## config.mk

```make
export PLATFORM = sky130hd
export DESIGN_NAME = mult128_stream_wrapper
export DESIGN_NICKNAME = d
export VERILOG_FILES = /design/src/rtl/mult128_stream_wrapper.sv
export SDC_FILE = /design/constraint.sdc
export NUM_CORES = 1
export LEC_CHECK = 0
export BUFFER_PORTS_ARGS = -buffer_cell sky130_fd_sc_hd__buf_2
export CAP_MARGIN = 0
export CORE_MARGIN = 4
export CORE_UTILIZATION = 25
export CTS_CLUSTER_DIAMETER = 60
export CTS_CLUSTER_SIZE = 30
export DETAILED_ROUTE_END_ITERATION = 10
export SYNTH_ARGS = -nofsm -noshare
export SYNTH_HDL_FRONTEND = slang
export SYNTH_SLANG_ARGS = --single-unit
```

## constraint.sdc

```tcl
create_clock -name clk -period 24.7 [get_ports clk]
set_input_delay 2.47 -clock clk [delete_from_list [all_inputs] [get_ports clk]]
set_output_delay 2.47 -clock clk [all_outputs]
set_load 0.1 [all_outputs]
```

## src/rtl/mult128_stream_wrapper.sv

```systemverilog
// mult128_stream_wrapper
//   Loads two OP_W-bit operands from a WORD_W-bit valid/ready stream (A then B,
//   least-significant word first), presents them to an external combinational
//   multiplier, waits MUL_LATENCY edges for it to settle, captures the 2*OP_W
//   product and streams it out least-significant word first.
//
// Ports:
//   clk, rst            clock, asynchronous active-high reset
//   in_data/valid/ready operand word stream (accepted only while loading)
//   mul_a, mul_b        operands driven to the multiplier core
//   mul_product         product returned by the core (sampled in WAIT only)
//   out_data/valid/ready/last  product word stream, out_last on final word
//   busy                high from first accepted word to last output handshake
//
// WORD_W must divide OP_W exactly; MUL_LATENCY must be >= 1.

module mult128_stream_wrapper #(
  parameter int unsigned WORD_W      = 32,
  parameter int unsigned OP_W        = 128,
  parameter int unsigned MUL_LATENCY = 1
) (
  input  logic                clk,
  input  logic                rst,
  input  logic [WORD_W-1:0]   in_data,
  input  logic                in_valid,
  output logic                in_ready,
  output logic [OP_W-1:0]     mul_a,
  output logic [OP_W-1:0]     mul_b,
  input  logic [2*OP_W-1:0]   mul_product,
  output logic [WORD_W-1:0]   out_data,
  output logic                out_valid,
  input  logic                out_ready,
  output logic                out_last,
  output logic                busy
);

  localparam int unsigned OpWords  = OP_W / WORD_W;
  localparam int unsigned InWords  = 2 * OpWords;
  localparam int unsigned OutWords = 2 * OpWords;
  localparam int unsigned CntW     = $clog2(InWords);
  localparam int unsigned WaitW    = (MUL_LATENCY > 1) ? $clog2(MUL_LATENCY) : 1;

  typedef enum logic [1:0] {StLoad, StWait, StDrain} state_e;

  state_e            state_q, state_d;
  logic [CntW-1:0]   word_cnt_q, word_cnt_d;
  logic [CntW-1:0]   idx_q, idx_d;
  logic [WaitW-1:0]  wait_cnt_q, wait_cnt_d;
  logic [OP_W-1:0]   mul_a_q, mul_b_q;
  logic [2*OP_W-1:0] result_q;

  logic in_fire, out_fire, wait_done;

  assign in_fire   = in_valid && in_ready;
  assign out_fire  = out_valid && out_ready;
  assign wait_done = (state_q == StWait) && (wait_cnt_q == WaitW'(MUL_LATENCY - 1));
  assign mul_a     = mul_a_q;
  assign mul_b     = mul_b_q;

  // State and counter registers
  always_ff @(posedge clk or posedge rst) begin
    if (rst) begin
      state_q    <= StLoad;
      word_cnt_q <= '0;
      idx_q      <= '0;
      wait_cnt_q <= '0;
    end else begin
      state_q    <= state_d;
      word_cnt_q <= word_cnt_d;
      idx_q      <= idx_d;
      wait_cnt_q <= wait_cnt_d;
    end
  end

  // Next-state and counter logic
  always_comb begin
    state_d    = state_q;
    word_cnt_d = word_cnt_q;
    idx_d      = idx_q;
    wait_cnt_d = wait_cnt_q;
    unique case (state_q)
      StLoad: begin
        if (in_fire) begin
          if (word_cnt_q == CntW'(InWords - 1)) begin
            word_cnt_d = '0;
            wait_cnt_d = '0;
            state_d    = StWait;
          end else begin
            word_cnt_d = word_cnt_q + 1'b1;
          end
        end
      end
      StWait: begin
        if (wait_done) begin
          wait_cnt_d = '0;
          idx_d      = '0;
          state_d    = StDrain;
        end else begin
          wait_cnt_d = wait_cnt_q + 1'b1;
        end
      end
      StDrain: begin
        if (out_fire) begin
          if (idx_q == CntW'(OutWords - 1)) begin
            idx_d   = '0;
            state_d = StLoad;
          end else begin
            idx_d = idx_q + 1'b1;
          end
        end
      end
      default: state_d = StLoad;
    endcase
  end

  // Outputs; all decoded from registered state so they hold under backpressure
  always_comb begin
    in_ready  = 1'b0;
    out_valid = 1'b0;
    out_last  = 1'b0;
    out_data  = '0;
    unique case (state_q)
      StLoad:  in_ready = !rst;
      StDrain: begin
        out_valid = 1'b1;
        out_last  = (idx_q == CntW'(OutWords - 1));
        for (int k = 0; k < OutWords; k++) begin
          if (idx_q == CntW'(k)) out_data = result_q[k*WORD_W +: WORD_W];
        end
      end
      default: ;
    endcase
    busy = (state_q != StLoad) || (word_cnt_q != '0);
  end

  // Operand assembly and product capture
  always_ff @(posedge clk or posedge rst) begin
    if (rst) begin
      mul_a_q  <= '0;
      mul_b_q  <= '0;
      result_q <= '0;
    end else begin
      if (in_fire) begin
        for (int k = 0; k < OpWords; k++) begin
          if (word_cnt_q == CntW'(k))           mul_a_q[k*WORD_W +: WORD_W] <= in_data;
          if (word_cnt_q == CntW'(k + OpWords)) mul_b_q[k*WORD_W +: WORD_W] <= in_data;
        end
      end
      if (wait_done) result_q <= mul_product;
    end
  end

endmodule
```

After elaboration in Yosys (flattened, before gate mapping) --
Cells that the tools add are included.
Cells by class: $add $sub $neg 3, eq/ne operators 21, mux-type cells 27, bitwise operators 1, reduce and logical (&&, ||, !) cells 24
Operators with widths (number):
- $mux W32 | 9
- $eq A3 B3 Y1 const B | 8
- $reduce_and A2 Y1 | 9
- $eq A3 B2 Y1 const B | 4
- $mux W3 | 4
- $mux W2 | 5
- $ne A2 B2 Y1 const B | 5
- $add A3 B1 Y3 const B | 2
- $eq A3 B1 Y1 const B | 2
- $logic_not A3 Y1 | 2
- $mux W1 | 6
- $pmux W2 S3 | 1
- $pmux W3 S2 | 1
- $reduce_and A3 Y1 | 2
- $reduce_bool A2 Y1 | 3
- $reduce_and A5 Y1 | 1
- $logic_and A1 B1 Y1 | 3
- $reduce_bool A3 Y1 | 1
- $eq A2 B1 Y1 const B | 1
- $eq A2 B2 Y1 const B | 1
- $logic_not A2 Y1 | 1
- $pmux W1 S2 | 1
- $add A1 B1 Y1 const B | 1
- $logic_not A1 Y1 | 1
- 2 further kinds | 2
Word-level totals: register bits 521, output and inout port bits 292, logic and storage cells 89

Longest topological paths before layout --
depth after elaboration 10, depth in mapped cells 10, depth with buffers taken out 6

Worst setup path before layout --
OpenSTA, ideal clock, no wires.
kind input to output, from input port rst, to output port in_ready, data arrival time 4.497 ns, required time 22.230 ns, slack 17.733 ns, stages 1, path buffers 0, cells stage by stage nor3_1
On the way: longest elaborated chain between the ends 2
RTL lines:
- start: declaration | RTL line 23 | input logic rst,
- $logic_not A1 Y1 (no source line)
- $mux W1 | RTL line 122 | unique case (state_q)
- end: declaration | RTL line 26 | output logic in_ready,
Every way passes these cells.

Worst setup path in the final report --
from register idx_q[0], to output port out_data[8]
On the way: longest elaborated chain between the ends 10, elaborated cells between the ends (all ways) 17, those cells by class 7 x eq/ne; 9 x mux; 1 x reduce/logical
RTL lines:
- start: declaration | RTL line 47 | logic [CntW-1:0] idx_q, idx_d;
- start signal: assignment | RTL line 70 | idx_q <= idx_d;
- $logic_not A3 Y1 | RTL line 128 | if (idx_q == CntW'(k)) out_data = result_q[k*WORD_W +: WORD_W];
- $mux W32 (7 in series) | RTL line 128
- $mux W32 (*) | RTL line 128
- $mux W32 (*) | RTL line 122
- end: declaration | RTL line 30 | output logic [WORD_W-1:0] out_data,
Every way passes the cells marked *; elsewhere a longest branch is shown, timed or not.

==> run summary <==
Worst hold path class: reg2reg
EDFF count, synth: 0
Netlist cell types: 33
CTS Buf Count: 54
Post-Syn Area: 22,200 um^2
Vias in the first global route: 16,800
Worst skew pair latency: 0.62 ns
Most area-consuming cells after synthesis: dfrtp_1, mux2_2, o21ai_0, nand2_1, a221oi_1
Core area: 87,300 um^2
CP arrival: 4.28 ns
Crit-path most repeated cell: o21ai_0
RSZ-0062 raised after global routing: no
Area leader, netlist: dfrtp_1
Die area: 93,500 um^2
Die Y: 306 um
Final period utilization: 0.273
Routed len/inst: 24.3 um
Total grt overflow: 0
Largest net degree at the start of global routing: 199
Post-Layout Cell Count: 3,498
Total Routing Usage GR: 0.176
Initial antenna violation count: 31
Via count: 16,200
Final hold violations: 0
Slowest CP cell: ha_4
Crit path largest cell delay: 0.80 ns
Clk buf depth: 3
Port bufs: 583
WP data required: 22.23 ns
Slew Limit Fails: 0
Final instance area: 28,100 um^2
Die width: 306 um
Syn_nets: 2,052
Post-synth top area share: 0.588
Critical Path Fanout Max: 87
Status: complete, no violations
Crit start category: register
Final Setup Violations: 0
CP endpoint kind: output pin
Asr flop ratio synth: 1.00
IO Count: 584
Cell area after placement: 26,200 um^2
Flops & latches, synth: 521
Slew HR: 0.163
# H-tree levels: 2
Share of cells above drive strength 1: 0.499
Fin crit period: 6.75 ns
Measured slew at the worst slew-check pin: 1.26 ns
YS warnings: 0
DRT antenna net count: 0
TritonCTS clock tree: built
First-pass GRT wire length: 122 mm
Max cap viols: 0
Fin nets: 2,591
Critical path class: reg2out
Sum Neg Setup Slack: 0 ns
FILL cells: 8,908
Cell Rows: 108
Initial Util: 0.254
Postcts setup bufs: 0
Hold_buf cts: 0
Clock root buffer: clkbuf_16
Vias/cell: 4.64
Syn Area/Cell: 12.7 um^2
Detailed Place HPWL: 63.1 mm
CP Cell Sequence: inv_1 -> ha_4 -> buf_4 -> a211oi_1 -> o21ai_0 -> a31oi_1 -> o21ai_0 -> buf_2
Clock transition at the registers of the reported paths: 0.07 ns
FMAX: 148 MHz
Post-CTS resize count: 0
Placed cell count: 3,386
Syn-to-layout area delta: 26.8%
Clock skew: 0.0265 ns
DRC viols: 0
Initial drt markers: 1,311
Dominant synthesized flop cell: dfrtp_1
Drt pass-1 iters: 5
Clock Sinks: 521
Routability cong.: 0.921
Seq/Total Area, Yosys: 0.588
Cells after synthesis: 1,748
Final WL: 85.0 mm
## final timing paths
kind | from | to | slack, ns | depth (start not counted)
worst max-delay path | idx_q[0] | out_data[8] | 17.95 | 8
min in group asynchronous | rst | word_cnt_q[0] | 1.99 | 2
max in group asynchronous | rst | mul_b[117] | 20.32 | 4
worst min-delay path | mul_b[90] | mul_b[90] | 0.50 | 1
worst max register to register | state_q[0] | result_q[49] | 21.84 | 4
worst min register to register | mul_b[90] | mul_b[90] | 0.50 | 1
## stage by stage
step	worst slack, ns	hold WS, ns	util
after CTS	17.98	0.497	0.322
after global routing	17.80	0.514	0.322
after floorplan	7.67	0.471	-
after global placement	18.52	0.470	0.300
final	17.95	0.496	0.322
after detailed placement	18.55	0.480	0.300
## cells in the mapped netlist (21+ instances only)
| library cell | number |
|---|---|
| dfrtp_1 | 521 |
| o21ai_0 | 168 |
| inv_1 | 72 |
| a221oi_1 | 32 |
| a221o_1 | 21 |
| a31oi_1 | 32 |
| nand2b_1 | 33 |
| nand2_1 | 212 |
| buf_2 | 40 |
| mux2_2 | 444 |
| clkbuf_1 | 62 |
| a211oi_1 | 32 |
## cells in the final DEF, fill, tap and decap left out, types with 9 or more instances in the layout
cell type and count:
buf_2 583, dfrtp_1 521, mux2_2 444, nand2_1 209, o21ai_0 168, inv_1 71
clkbuf_16 55, nand2b_1 33, a221oi_1 32, a211oi_1 32, a31oi_1 32, a221o_1 21
buf_4 21, a21oi_1 13, diode_2 12, inv_6 10, inv_8 9, ha_1 9
## state kept, by name (all words and copies together) (netlist names)
register	count
result_q	256
mul_a	128
mul_b	128
idx_q	3
word_cnt_q	3
state_q	2
wait_cnt_q	1
## critical path, delay by kind of cell, from the launching register on
kind            cells  cell delay [ns]
fa+ha+maj           1             0.80
buf+inv             3             1.46
compound gates      4             0.85
flops               1             0.46
## cell families after synthesis
group / Yosys count / share of synthesized area
mux: 448 / 0.228
compound gates: 308 / 0.0856
flops: 521 / 0.588
fa+ha+maj: 12 / 0.00677
simple gates: 264 / 0.0521
buf+inv: 195 / 0.0397
## area by class of cell
cell class | instances | area, um^2 | share of cell area
Sequential cell | 521 | 13000 | 0.464
Multi-Input combinational cell | 1032 | 8300 | 0.295
Timing Repair Buffer | 606 | 3120 | 0.111
Tap cell | 1155 | 1450 | 0.0514
Clock buffer | 57 | 1380 | 0.0492
Clock inverter | 43 | 507 | 0.0180
Inverter | 72 | 278 | 0.00989
Antenna cell | 12 | 30.0 | 0.00107
## metal layers
| layer | share of wire | up-vias | track usage | wire length (um) |
|---|---|---|---|---|
| li1 | - | 7244 | - | - |
| met1 | 0.37 | 8067 | 0.200 | 31400 |
| met2 | 0.50 | 729 | 0.307 | 42300 |
| met3 | 0.099 | 162 | 0.0681 | 8450 |
| met4 | 0.032 | 38 | 0.0515 | 2750 |
| met5 | 0.0028 | - | 0 | 241 |
Power is left out: the tool's default activity adds up to more than one toggle a clock period on the data nets, which glitch-free logic cannot reach.
